`src/rtl/adder_pkg.sv`:
```
// Shared constants, field layout and result record for the conditional-sum adder.
package adder_pkg;

  localparam int WIDTH_DEFAULT = 16;

  // Width of the packed {p, g, s, t} result for an operand width w.
  function automatic int RES_W(input int w);
    return 2 * w + 2;
  endfunction

  // Field positions inside the packed result at the default width.
  localparam int P_BIT = 2 * WIDTH_DEFAULT + 1;
  localparam int G_BIT = 2 * WIDTH_DEFAULT;
  localparam int S_LSB = WIDTH_DEFAULT;
  localparam int T_LSB = 0;

  // Packed result record at the default width; member order matches the res bus.
  typedef struct packed {
    logic                     p;
    logic                     g;
    logic [WIDTH_DEFAULT-1:0] s;
    logic [WIDTH_DEFAULT-1:0] t;
  } adder_res_t;

endpackage

```
`src/rtl/adder_node.sv`:
```
// Conditional-sum combine: merges a high and a low half-width result into one
// full-width result (both sum candidates plus block generate/propagate).
module adder_node
  import adder_pkg::*;
#(
  parameter int HW = 1
) (
  input  logic [HW-1:0]   h_t,
  input  logic [HW-1:0]   h_s,
  input  logic            h_g,
  input  logic            h_p,
  input  logic [HW-1:0]   l_t,
  input  logic [HW-1:0]   l_s,
  input  logic            l_g,
  input  logic            l_p,
  output logic [2*HW-1:0] t,
  output logic [2*HW-1:0] s,
  output logic            g,
  output logic            p
);

  // The low half's carry-out (without / with carry-in) picks the high half's sum.
  always_comb begin
    t = {(l_g ? h_s : h_t), l_t};
    s = {((l_g | l_p) ? h_s : h_t), l_s};
    g = h_g | (h_p & l_g);
    p = h_p & l_p;
  end

endmodule

```
`src/rtl/adder.sv`:
```
// Registered conditional-sum adder: res = {p, g, a+b+1, a+b}, one-cycle latency.
module adder
  import adder_pkg::*;
#(
  parameter int WIDTH = WIDTH_DEFAULT
) (
  input  logic                      clk,
  input  logic                      rst_n,
  output logic                      guard,
  output logic [RES_W(WIDTH)-1:0]   res,
  input  logic [WIDTH-1:0]          a,
  input  logic [WIDTH-1:0]          b
);

  localparam int LVL   = $clog2(WIDTH);
  localparam int NODES = 2 * WIDTH - 1;

  // Per-level sum candidates: every level covers the full operand width,
  // split into WIDTH>>k blocks of 2^k bits.
  logic [WIDTH-1:0] t_all [0:LVL];
  logic [WIDTH-1:0] s_all [0:LVL];
  // Generate/propagate of every tree node, level by level (leaves first,
  // root last at index NODES-1).
  logic [NODES-1:0] g_all;
  logic [NODES-1:0] p_all;

  logic [RES_W(WIDTH)-1:0] res_d, res_q;
  logic                    guard_d, guard_q;

  for (genvar k = 0; k <= LVL; k++) begin : g_lvl
    localparam int NN   = WIDTH >> k;
    localparam int NW   = 1 << k;
    localparam int BASE = 2 * WIDTH - 2 * (WIDTH >> k);
    if (k == 0) begin : g_leaf
      assign t_all[0]           = a ^ b;
      assign s_all[0]           = ~(a ^ b);
      assign g_all[WIDTH-1:0]   = a & b;
      assign p_all[WIDTH-1:0]   = a ^ b;
    end else begin : g_tree
      localparam int PBASE = 2 * WIDTH - 2 * (WIDTH >> (k - 1));
      for (genvar j = 0; j < NN; j++) begin : g_node
        adder_node #(.HW(NW / 2)) u_node (
          .h_t (t_all[k-1][(2*j+1)*(NW/2) +: NW/2]),
          .h_s (s_all[k-1][(2*j+1)*(NW/2) +: NW/2]),
          .h_g (g_all[PBASE + 2*j + 1]),
          .h_p (p_all[PBASE + 2*j + 1]),
          .l_t (t_all[k-1][(2*j)*(NW/2) +: NW/2]),
          .l_s (s_all[k-1][(2*j)*(NW/2) +: NW/2]),
          .l_g (g_all[PBASE + 2*j]),
          .l_p (p_all[PBASE + 2*j]),
          .t   (t_all[k][j*NW +: NW]),
          .s   (s_all[k][j*NW +: NW]),
          .g   (g_all[BASE + j]),
          .p   (p_all[BASE + j])
        );
      end
    end
  end

  // Next-state: pack the tree root into {p, g, s, t}; guard goes high after reset.
  always_comb begin
    res_d   = {p_all[NODES-1], g_all[NODES-1], s_all[LVL], t_all[LVL]};
    guard_d = 1'b1;
  end

  // Output register and guard flop; reset clears both immediately.
  always_ff @(posedge clk or negedge rst_n) begin
    if (!rst_n) begin
      res_q   <= '0;
      guard_q <= 1'b0;
    end else begin
      res_q   <= res_d;
      guard_q <= guard_d;
    end
  end

  assign res   = res_q;
  assign guard = guard_q;

endmodule

```
`config.mk`:
```
export PLATFORM = sky130hd
export DESIGN_NAME = adder
export DESIGN_NICKNAME = d
export VERILOG_FILES = /design/src/rtl/adder_pkg.sv /design/src/rtl/adder_node.sv /design/src/rtl/adder.sv
export SDC_FILE = /design/constraint.sdc
export NUM_CORES = 1
export LEC_CHECK = 0
export ABC_AREA = 1
export CORE_MARGIN = 3
export CORE_UTILIZATION = 41
export CTS_CLUSTER_DIAMETER = 80
export CTS_CLUSTER_SIZE = 14
export DETAILED_ROUTE_END_ITERATION = 6
export GPL_ROUTABILITY_DRIVEN = 0
export PLACE_DENSITY = 0.71
export SLEW_MARGIN = 40
export SYNTH_ARGS = -nofsm -noshare
export SYNTH_HDL_FRONTEND = slang
export SYNTH_SLANG_ARGS = --single-unit
```
`constraint.sdc`:
```
create_clock -name clk -period 0.8 [get_ports clk]
set_input_delay 0.16 -clock clk [delete_from_list [all_inputs] [get_ports clk]]
set_output_delay 0.16 -clock clk [all_outputs]
set_load 0.01 [all_outputs]
```
==> results by group <==
Clock tree
  • CTS HTree Levels: 2
  • CTS Buf Count: 5
  • Root Driver: clkbuf_8
  • Clock sinks: 35
  • Clk slew on worst S/H paths: 0.08 ns
  • Longest Clk Path Bufs: 2
  • CTS tree: yes

Flow run
  • Max_cap viols: 0

Synthesis
  • Post-Syn Area: 2260 um^2
  • Post-Syn Nets: 331
  • Seq cells post-synth: 35
  • Synth top area share: 38.7%
  • Sequential share of the synthesized area: 38.7%
  • Average size of a mapped cell: 8.53 um^2
  • Yosys warning count: 0
  • Synthesized instance count: 265
  • Area contributors post-synth: dfrtp_1 (39%), nand2_1 (14%), ha_1 (13%)
  • Netlist cell types: 19
  • Synth area leader: dfrtp_1

Power and ir drop
  • LEAKAGE: 2.01 nW
  • Peak VDD IR: 1.01 mV
  • PD cells: 1780 nW/um^2

Detailed routing
  • Antenna viol nets, final: 0
  • Via count: 2104
  • Routed wire per std cell: 12.9 um
  • Pre-antenna DRT Iters: 4
  • WL final: 5880 um
  • Initial DRC Count: 78
  • Vias/cell: 4.62
  • Post-route DRC: 0

Placed design
  • Input/output buffers: 68
  • Hpwl dp: 4180 um

Layout
  • Share of cells above drive strength 1: 58.7%
  • Commonest non-fill, non-tap cell in the layout: nand2_1
  • N_diodes: 0
  • Nets: 450
  • Most frequent cells in the layout: nand2_1 (54), buf_2 (47), dfrtp_1 (35)
  • P&R area growth vs syn: 75.0%

Setup path
  • Worst endpoint required time: 0.98 ns
  • Worst path max stage delay: 0.37 ns
  • Crit path depth: 10
  • Crit path kind: in -> reg
  • Buffers & Inverters on Critical Path: 2
  • Cell breakdown of the critical path: buf_8 -> ha_4 -> fa_2 -> nand3_4 -> nand2_4 -> nand2_4 -> nand3_4 -> buf_8 -> nand2_2 -> nand2_1
  • CP Data Arrival Time: 1.43 ns
  • Slowest CP cell: fa_2
  • Max Fanout on Critical Path: 6
  • Crit path capture type: flop
  • CP top delay family: adder cells
  • Critical Path Start Type: primary input

STA
  • Total negative slack: -15.72 ns
  • Min Hold Slack: 0.213 ns
  • Setup violations, final: 65
  • F_max: 0.799 GHz
  • Final Max Tran Viols: 0
  • Tcrit/Tclk final: 156%
  • Final setup margin: -0.451 ns
  • Min Clock Period, post-route: 1.25 ns
  • Final Hold Viols: 0
  • RSZ-0062 raised after global routing: true

Floorplan
  • Top Ports: 69
  • Die area: 6440 um^2
  • Die X: 80.3 um
  • Rows: 26
  • Core ar.: 5200 um^2
  • Initial core utilization: 43.4%
  • Die Y: 80.3 um

Run status
  • Status: finished, violations left
  • Failing checks: negative setup slack

Global route
  • Largest net degree at the start of global routing: 36
  • Gr ovfl total: 0
  • Grt met2 use: 33.5%
  • Met3 GRT Util: 2.58%
  • Initial antenna violation count: 0
  • GR peak layer: met2
  • Gr usage total: 18.3%
  • Met1 Use GR: 21.6%
  • Global-route wire length before repair: 9290 um
  • Number of global-route vias before repair: 2109

Hold path
  • HP Class: in -> reg
  • Hold Path Depth: 2
## metal layers
| metal | vias up | part of all wire (%) | wire [um] |
|---|---|---|---|
| li1 | 1027 | - | - |
| met1 | 1005 | 38 | 2240 |
| met2 | 62 | 56 | 3270 |
| met3 | 10 | 4.3 | 255 |
| met4 | 0 | 1.9 | 111 |
| met5 | - | 0 | 0 |
## sequential cells by signal, indices dropped and copies added (netlist names)
register and flops:
res 34, guard 1
## where the power goes
group | internal [mW] | total, mW | leakage [nW] | switching [mW]
Combinational | 1.35 | 2.90 | 1.53 | 1.55
Clock | 1.24 | 1.93 | 0.0644 | 0.690
Sequential | 2.11 | 2.22 | 0.419 | 0.103
## synthesized netlist by cell type
| cell | n |
|---|---|
| nand2_1 | 86 |
| inv_1 | 46 |
| dfrtp_1 | 35 |
| ha_1 | 24 |
| nand3_1 | 12 |
| o21ai_0 | 12 |
| xnor2_1 | 9 |
| xor2_1 | 9 |
| fa_1 | 8 |
| nor2_1 | 6 |
| nand2_2 | 4 |
| a21oi_1 | 2 |
| buf_6 | 2 |
| nand3_2 | 2 |
| nand4_1 | 2 |
| nor2_2 | 2 |
| o21ai_2 | 2 |
| conb_1 | 1 |
| nor3_1 | 1 |
## per-stage QoR
stage	setup WS (ns)	std cells	util [%]	power [mW]	area (um^2)
after CTS	-0.405	455	72.6	6.79	3780
final	-0.451	455	76.0	7.05	3960
after floorplan	-0.564	265	-	3.59	2530
after global routing	-0.492	455	76.0	7.47	3960
after global placement	-1.14	443	69.2	4.96	3600
after detailed placement	-1.21	443	69.2	5.03	3600
## what timing repair did
action / in CTS / in global routing
endpoints found under the setup margin: 69 / 66
buffers inserted: 4 / 1
pin swaps: 47 / 22
resized for setup: 329 / 54
hold buffers: 0 / 0
## logic make-up after synthesis
| family | Yosys count | share of synthesized area (%) |
|---|---|---|
| flops | 35 | 38.7 |
| compound gates | 16 | 3.87 |
| other cells | 1 | 0.166 |
| xor+xnor | 18 | 6.97 |
| fa+ha+maj | 32 | 20.4 |
| simple gates | 115 | 21.3 |
| buf+inv | 48 | 8.63 |
## final cells by class
cell class	count	area (um^2)
Sequential cell	35	876
Multi-Input combinational cell	182	1790
Clock inverter	3	67.6
Inverter	46	183
Timing Repair Buffer	114	887
Tap cell	70	87.6
Fill cell	379	1250
Clock buffer	5	68.8
## final timing paths
kind / from / to
min in group asynchronous: rst_n / res[14]
max in group asynchronous: rst_n / res[32]
min: b[1] / res[1]
max: b[0] / res[27]
(Power assumes the default switching activity.)
